### src/rtl/rc4_search_if.sv
// Bundle of start/done handshakes and RAM request buses between the RC4 search
// sequencer and its three phase engines.
interface rc4_search_if #(
    parameter int unsigned KEY_WIDTH = 24
);
    logic                 start;

    logic                 init_start;
    logic                 init_done;
    logic [7:0]           init_address;
    logic [7:0]           init_data;
    logic                 init_wren;

    logic                 start_scramble;
    logic                 done_scrambling;
    logic [7:0]           scr_address;
    logic [7:0]           scr_data;
    logic                 scr_wren;

    logic                 dec_start;
    logic                 dec_done;
    logic                 dec_msg_valid;
    logic [7:0]           dec_address;
    logic [7:0]           dec_data;
    logic                 dec_wren;

    logic [7:0]           ram_address;
    logic [7:0]           ram_data;
    logic                 ram_wren;

    logic [KEY_WIDTH-1:0] secret_key;
    logic                 busy;
    logic                 key_found;
    logic                 key_fail;

    modport master (
        input  start,
        output init_start,
        input  init_done, init_address, init_data, init_wren,
        output start_scramble,
        input  done_scrambling, scr_address, scr_data, scr_wren,
        output dec_start,
        input  dec_done, dec_msg_valid, dec_address, dec_data, dec_wren,
        output ram_address, ram_data, ram_wren,
        output secret_key, busy, key_found, key_fail
    );

    modport slave (
        output start,
        input  init_start,
        output init_done, init_address, init_data, init_wren,
        input  start_scramble,
        output done_scrambling, scr_address, scr_data, scr_wren,
        input  dec_start,
        output dec_done, dec_msg_valid, dec_address, dec_data, dec_wren,
        input  ram_address, ram_data, ram_wren,
        input  secret_key, busy, key_found, key_fail
    );
endinterface

### src/rtl/rc4_search_ctrl.sv
// RC4 key-search sequencer: runs init, scramble and decrypt per candidate key,
// owns the S-RAM port mux and stops on a valid message or an exhausted range.
module rc4_search_ctrl #(
    parameter int unsigned          KEY_WIDTH = 24,
    parameter logic [KEY_WIDTH-1:0] KEY_MIN   = 24'h000000,
    parameter logic [KEY_WIDTH-1:0] KEY_MAX   = 24'h3FFFFF
) (
    input logic          clk,
    input logic          reset,
    rc4_search_if.master bus
);

    typedef enum logic [2:0] {
        StIdle,
        StInit,
        StScramble,
        StDecrypt,
        StCheck,
        StFound,
        StFail
    } state_e;

    state_e               state_q, state_d;
    logic [KEY_WIDTH-1:0] key_q, key_d;
    logic                 valid_q, valid_d;
    // High only in the first cycle of a phase: drives the start pulse and masks done.
    logic                 first_q, first_d;

    always_ff @(posedge clk or negedge reset) begin
        if (!reset) begin
            state_q <= StIdle;
            key_q   <= KEY_MIN;
            valid_q <= 1'b0;
            first_q <= 1'b0;
        end else begin
            state_q <= state_d;
            key_q   <= key_d;
            valid_q <= valid_d;
            first_q <= first_d;
        end
    end

    always_comb begin
        state_d = state_q;
        key_d   = key_q;
        valid_d = valid_q;
        first_d = 1'b0;
        case (state_q)
            StIdle, StFound, StFail: begin
                if (bus.start) begin
                    state_d = StInit;
                    key_d   = KEY_MIN;
                    valid_d = 1'b0;
                    first_d = 1'b1;
                end
            end
            StInit: begin
                if (!first_q && bus.init_done) begin
                    state_d = StScramble;
                    first_d = 1'b1;
                end
            end
            StScramble: begin
                if (!first_q && bus.done_scrambling) begin
                    state_d = StDecrypt;
                    first_d = 1'b1;
                end
            end
            StDecrypt: begin
                if (!first_q && bus.dec_done) begin
                    valid_d = bus.dec_msg_valid;
                    state_d = StCheck;
                end
            end
            StCheck: begin
                if (valid_q) begin
                    state_d = StFound;
                end else if (key_q == KEY_MAX) begin
                    state_d = StFail;
                end else begin
                    key_d   = key_q + 1'b1;
                    state_d = StInit;
                    first_d = 1'b1;
                end
            end
            default: state_d = StIdle;
        endcase
    end

    always_comb begin
        bus.ram_address = 8'h00;
        bus.ram_data    = 8'h00;
        bus.ram_wren    = 1'b0;
        case (state_q)
            StInit: begin
                bus.ram_address = bus.init_address;
                bus.ram_data    = bus.init_data;
                bus.ram_wren    = bus.init_wren;
            end
            StScramble: begin
                bus.ram_address = bus.scr_address;
                bus.ram_data    = bus.scr_data;
                bus.ram_wren    = bus.scr_wren;
            end
            StDecrypt: begin
                bus.ram_address = bus.dec_address;
                bus.ram_data    = bus.dec_data;
                bus.ram_wren    = bus.dec_wren;
            end
            default: ;
        endcase
    end

    assign bus.init_start     = (state_q == StInit) && first_q;
    assign bus.start_scramble = (state_q == StScramble) && first_q;
    assign bus.dec_start      = (state_q == StDecrypt) && first_q;
    assign bus.secret_key     = key_q;
    assign bus.busy           = (state_q == StInit) || (state_q == StScramble) ||
                                (state_q == StDecrypt) || (state_q == StCheck);
    assign bus.key_found      = (state_q == StFound);
    assign bus.key_fail       = (state_q == StFail);

endmodule

### src/flat_wrapper.sv
// flat-port wrapper written by rule: the top's interface ports become plain ports
module rc4_search_ctrl_flat 
#(
    parameter int unsigned          KEY_WIDTH = 24,
    parameter logic [KEY_WIDTH-1:0] KEY_MIN   = 24'h000000,
    parameter logic [KEY_WIDTH-1:0] KEY_MAX   = 24'h3FFFFF
)
  (clk, reset, bus_start, bus_init_start, bus_init_done, bus_init_address, bus_init_data, bus_init_wren, bus_start_scramble, bus_done_scrambling, bus_scr_address, bus_scr_data, bus_scr_wren, bus_dec_start, bus_dec_done, bus_dec_msg_valid, bus_dec_address, bus_dec_data, bus_dec_wren, bus_ram_address, bus_ram_data, bus_ram_wren, bus_secret_key, bus_busy, bus_key_found, bus_key_fail);
  rc4_search_if #(.KEY_WIDTH(KEY_WIDTH)) bus_i ();
  input logic clk;
  input logic reset;
  input wire logic [$bits(bus_i.start)-1:0] bus_start;
  output wire logic [$bits(bus_i.init_start)-1:0] bus_init_start;
  input wire logic [$bits(bus_i.init_done)-1:0] bus_init_done;
  input wire logic [$bits(bus_i.init_address)-1:0] bus_init_address;
  input wire logic [$bits(bus_i.init_data)-1:0] bus_init_data;
  input wire logic [$bits(bus_i.init_wren)-1:0] bus_init_wren;
  output wire logic [$bits(bus_i.start_scramble)-1:0] bus_start_scramble;
  input wire logic [$bits(bus_i.done_scrambling)-1:0] bus_done_scrambling;
  input wire logic [$bits(bus_i.scr_address)-1:0] bus_scr_address;
  input wire logic [$bits(bus_i.scr_data)-1:0] bus_scr_data;
  input wire logic [$bits(bus_i.scr_wren)-1:0] bus_scr_wren;
  output wire logic [$bits(bus_i.dec_start)-1:0] bus_dec_start;
  input wire logic [$bits(bus_i.dec_done)-1:0] bus_dec_done;
  input wire logic [$bits(bus_i.dec_msg_valid)-1:0] bus_dec_msg_valid;
  input wire logic [$bits(bus_i.dec_address)-1:0] bus_dec_address;
  input wire logic [$bits(bus_i.dec_data)-1:0] bus_dec_data;
  input wire logic [$bits(bus_i.dec_wren)-1:0] bus_dec_wren;
  output wire logic [$bits(bus_i.ram_address)-1:0] bus_ram_address;
  output wire logic [$bits(bus_i.ram_data)-1:0] bus_ram_data;
  output wire logic [$bits(bus_i.ram_wren)-1:0] bus_ram_wren;
  output wire logic [$bits(bus_i.secret_key)-1:0] bus_secret_key;
  output wire logic [$bits(bus_i.busy)-1:0] bus_busy;
  output wire logic [$bits(bus_i.key_found)-1:0] bus_key_found;
  output wire logic [$bits(bus_i.key_fail)-1:0] bus_key_fail;
  assign bus_i.start = bus_start;
  assign bus_init_start = bus_i.init_start;
  assign bus_i.init_done = bus_init_done;
  assign bus_i.init_address = bus_init_address;
  assign bus_i.init_data = bus_init_data;
  assign bus_i.init_wren = bus_init_wren;
  assign bus_start_scramble = bus_i.start_scramble;
  assign bus_i.done_scrambling = bus_done_scrambling;
  assign bus_i.scr_address = bus_scr_address;
  assign bus_i.scr_data = bus_scr_data;
  assign bus_i.scr_wren = bus_scr_wren;
  assign bus_dec_start = bus_i.dec_start;
  assign bus_i.dec_done = bus_dec_done;
  assign bus_i.dec_msg_valid = bus_dec_msg_valid;
  assign bus_i.dec_address = bus_dec_address;
  assign bus_i.dec_data = bus_dec_data;
  assign bus_i.dec_wren = bus_dec_wren;
  assign bus_ram_address = bus_i.ram_address;
  assign bus_ram_data = bus_i.ram_data;
  assign bus_ram_wren = bus_i.ram_wren;
  assign bus_secret_key = bus_i.secret_key;
  assign bus_busy = bus_i.busy;
  assign bus_key_found = bus_i.key_found;
  assign bus_key_fail = bus_i.key_fail;
  rc4_search_ctrl #(.KEY_WIDTH(KEY_WIDTH), .KEY_MIN(KEY_MIN), .KEY_MAX(KEY_MAX)) u_core (.clk(clk), .reset(reset), .bus(bus_i));
endmodule
### config.mk
export PLATFORM = sky130hd
export DESIGN_NAME = rc4_search_ctrl_flat
export DESIGN_NICKNAME = d
export VERILOG_FILES = /design/src/rtl/rc4_search_if.sv /design/src/rtl/rc4_search_ctrl.sv /design/src/flat_wrapper.sv
export SDC_FILE = /design/constraint.sdc
export NUM_CORES = 1
export LEC_CHECK = 0
export ABC_AREA = 0
export CAP_MARGIN = 20
export CORE_MARGIN = 2
export CORE_UTILIZATION = 38
export CTS_CLUSTER_SIZE = 20
export DETAILED_ROUTE_END_ITERATION = 8
export PLACE_DENSITY_LB_ADDON = 0.05
export SETUP_SLACK_MARGIN = 0.15
export SLEW_MARGIN = 20
export SYNTH_ARGS = -nofsm -noshare
export SYNTH_HDL_FRONTEND = slang
export SYNTH_SLANG_ARGS = --single-unit
export TNS_END_PERCENT = 1
### constraint.sdc
create_clock -name clk -period 1.93 [get_ports clk]
set_clock_uncertainty 0.05 [all_clocks]
set_input_delay 0.386 -clock clk [delete_from_list [all_inputs] [get_ports clk]]
set_output_delay 0.386 -clock clk [all_outputs]
set_load 0.1 [all_outputs]
==> run_results.csv <==
group,metric,value,unit
status,status,"finished, violations left",
status,violations,"negative setup slack",
final_layout,mostFrequentLayoutCells,"clkdlybuf4s50_1 (56), buf_12 (50), buf_4 (48)",
pwr,peakVddDrop,1.60,mV
detailed_routing,viasPerCell,5.55,
final_layout,fillers,313,
cts,numCtsBuffers,5,
final_layout,area_growth,111,%
detailed_routing,drc,0,
placed_design,gp_congestion,0.832,
worst_setup_path,crit_path_end_kind,"register",
yosys,synthAdderAreaFrac,0.00558,
worst_setup_path,startpoint_type,"register",
cts,cts_tree,"built",
final_layout,stdcell_count,508,
placed_design,post-place-ws,-0.513,ns
sta,timing.final.ws_setup,-0.179,ns
global_routing,grt_max_degree,30,
yosys,synthArstFlopShare,1.00,
placed_design,port_buffers,104,
placed_design,dp.cells,498,
cts,clock_latency,0.29,ns
detailed_routing,drt_first_iter_violations,118,
yosys,synthMuxAreaShare,0.0898,
die,start_util,0.400,
sta,fin_crit,2.11,ns
pwr,power,7510,uW
yosys,syn_nets,345,
yosys,yosys_warnings,0,
yosys,synth_xor_area_frac,0.0781,
worst_setup_path,reg2reg_from,"u_core.bus.secret_key[22]",
yosys,synth_enable_flop_cells,0,
die,fp.dieH,80.8,um
cts,cts_buffer_depth,2,
die,ios,105,
worst_setup_path,path_delay_family,"simple AND/OR/NAND/NOR gates",
die,core_area,5610,sq um
worst_hold_path,worst_hold_path_type,"in2async",
yosys,netlist_area,2240,sq um
worst_setup_path,max_stage_delay,0.57,ns
global_routing,grt.overflow.total,0,
yosys,synth-seq-cells,29,
yosys,syn_avg_cell_area,7.84,sq um
worst_setup_path,crit_cells,6,
yosys,ys_seq_area_frac,0.323,
global_routing,grt_pass1_vias,2802,
worst_setup_path,reg2reg_depth,6,
yosys,dominantRegCellSynth,"dfrtp_1",
detailed_routing,wirelength,8.74,mm
worst_setup_path,path_max_fanout,3,
sta,fmax,0.474,GHz
final_layout,final_util,0.845,
detailed_routing,firstDrtPassIters,4,
yosys,synth_cells,286,
pwr,power.leakage,0.00188,uW
final_layout,diodes,0,
yosys,synthSimpleGateAreaFrac,0.331,
sta,tightestPinTransition,0.429,ns
worst_setup_path,critPathRequiredTime,2.10,ns
final_layout,final_common_cell,"clkdlybuf4s50_1",
cts,clk_pin_slew,0.07,ns
sta,fin_setup_tns,-4.02,ns
sta,rsz0062_at_grt,"yes",
worst_setup_path,cp_slowest_cell,"or4_4",
worst_setup_path,r2r_end,"u_core.state_q[2]",
worst_setup_path,crit_buf_inv,0,
sta,finalCritPeriodShare,1.09,
global_routing,grt_pass1_wl,13.2,mm
sta,finalHoldViolations,0,
final_layout,drive_gt1_frac,0.463,
global_routing,grt_use_total,0.256,
yosys,synth_top_family_by_area,"simple AND/OR/NAND/NOR gates",
die,dieArea,6530,sq um
placed_design,hpwl,6.19,mm
yosys,synth_compound_area_frac,0.128,
die,die_w,80.8,um
worst_setup_path,cp.arrival,2.28,ns
sta,relSlewSlack,0.712,
cts,cts-root-buf,"clkbuf_8",
sta,setup_viol,44,
detailed_routing,vias,2821,
die,rows,27,
worst_setup_path,path_class,"reg2reg",
final_layout,fin_nets,494,
pwr,pwr_density_cell,1580,nW/um^2
cts,cts.sinks,29,
worst_setup_path,r2r_slack,-0.18,ns
yosys,synthDistinctLibCells,46,
sta,maxSlewViolCount,0,
cts,htreeDepth,2,
detailed_routing,antenna_left,0,
global_routing,antenna_found_initial,0,
worst_setup_path,path_cells,"nand4bb_4 -> or4_4 -> nor3_4 -> nor3_1 -> a2111oi_1 -> a21o_1",
detailed_routing,wire_per_inst,17.2,um
run,maxCapViolCount,0,
==> power by group <==
group / total [uW] / internal [uW] / switching [uW]
logic: 6210 / 2320 / 3890
registers: 804 / 681 / 123
clock network: 491 / 249 / 242
==> cells in the mapped netlist, types with 3 or more instances <==
cell / n / area [sq um]
xnor2_1: 20 / 175
a21oi_1: 21 / 105
buf_2: 4 / 20.0
nand4_1: 4 / 25.0
inv_1: 6 / 22.5
nand2_1: 13 / 48.8
and4_1: 4 / 35.0
nor3_1: 13 / 65.1
nand3_1: 11 / 55.1
and3_1: 4 / 25.0
nor4_1: 11 / 68.8
buf_1: 5 / 18.8
o21ai_0: 9 / 45.0
mux2i_1: 19 / 190
nor4b_1: 3 / 26.3
nand2b_1: 3 / 18.8
dfrtp_1: 29 / 726
nor2_1: 65 / 244
clkbuf_1: 7 / 26.3
or3_1: 3 / 18.8
==> flip-flops by register name, indices dropped and copies added (netlist names) <==
signal and count:
u_core.valid_q 1, u_core.first_q 1, u_core.bus.secret_key 24, u_core.state_q 3
==> routing by layer <==
layer / vias up / routed length, um / global-route usage
met5: - / 0 / 0
met2: 111 / 4440 / 0.428
met1: 1370 / 3550 / 0.332
li1: 1317 / - / -
met4: 0 / 205 / 0.0763
met3: 23 / 541 / 0.0567
==> timing repair <==
item,4_1_cts,5_1_grt
endpoints found under the hold margin,0,0
gates resized for setup,43,14
setup buffers,2,0
pin swaps,5,6
setup endpoints to repair,52,51
hold buffers,0,0
==> stage by stage <==
step	hold WS, ns	cell area (sq um)
after global routing	0.496	4740
after floorplan	0.0404	2470
final	0.439	4740
after detailed placement	0.569	4390
after global placement	0.546	4390
after CTS	0.444	4660
==> how the worst max path moves through the flow <==
stage	start	endpoint	slack (ns)
2_1_floorplan	u_core.bus.secret_key[14]	u_core.bus.secret_key[21]	-0.39
3_3_place_gp	bus_start	u_core.bus.secret_key[21]	-0.43
3_5_place_dp	bus_start	u_core.bus.secret_key[22]	-0.51
4_1_cts	u_core.bus.secret_key[19]	u_core.bus.secret_key[8]	-0.14
5_1_grt	u_core.state_q[1]	bus_ram_address[3]	-0.25
6_report	u_core.bus.secret_key[22]	u_core.state_q[2]	-0.18
==> kinds of logic (layout without fill, tap and decap cells) <==
logic type               after synthesis  count (layout)
AO/OA/AOI/OAI                         47              47
flip-flops                            29              29
multiplexers                          20              20
buffers and inverters                 23             173
AND/OR/NAND/NOR                      146             146
XOR/XNOR                              20              20
adder cells (fa/ha/maj)                1               1
==> layout make-up <==
| class | instances | area, sq um | share of cell area |
|---|---|---|---|
| flip-flops and latches | 29 | 786 | 0.166 |
| clock inverters | 2 | 10.0 | 0.00211 |
| well taps | 72 | 90.1 | 0.0190 |
| repair buffers | 159 | 1980 | 0.417 |
| clock buffers | 6 | 72.6 | 0.0153 |
| inverters | 6 | 26.3 | 0.00555 |
| multi-input cells | 234 | 1780 | 0.375 |
Note: power is estimated with default switching activity, not from simulation.
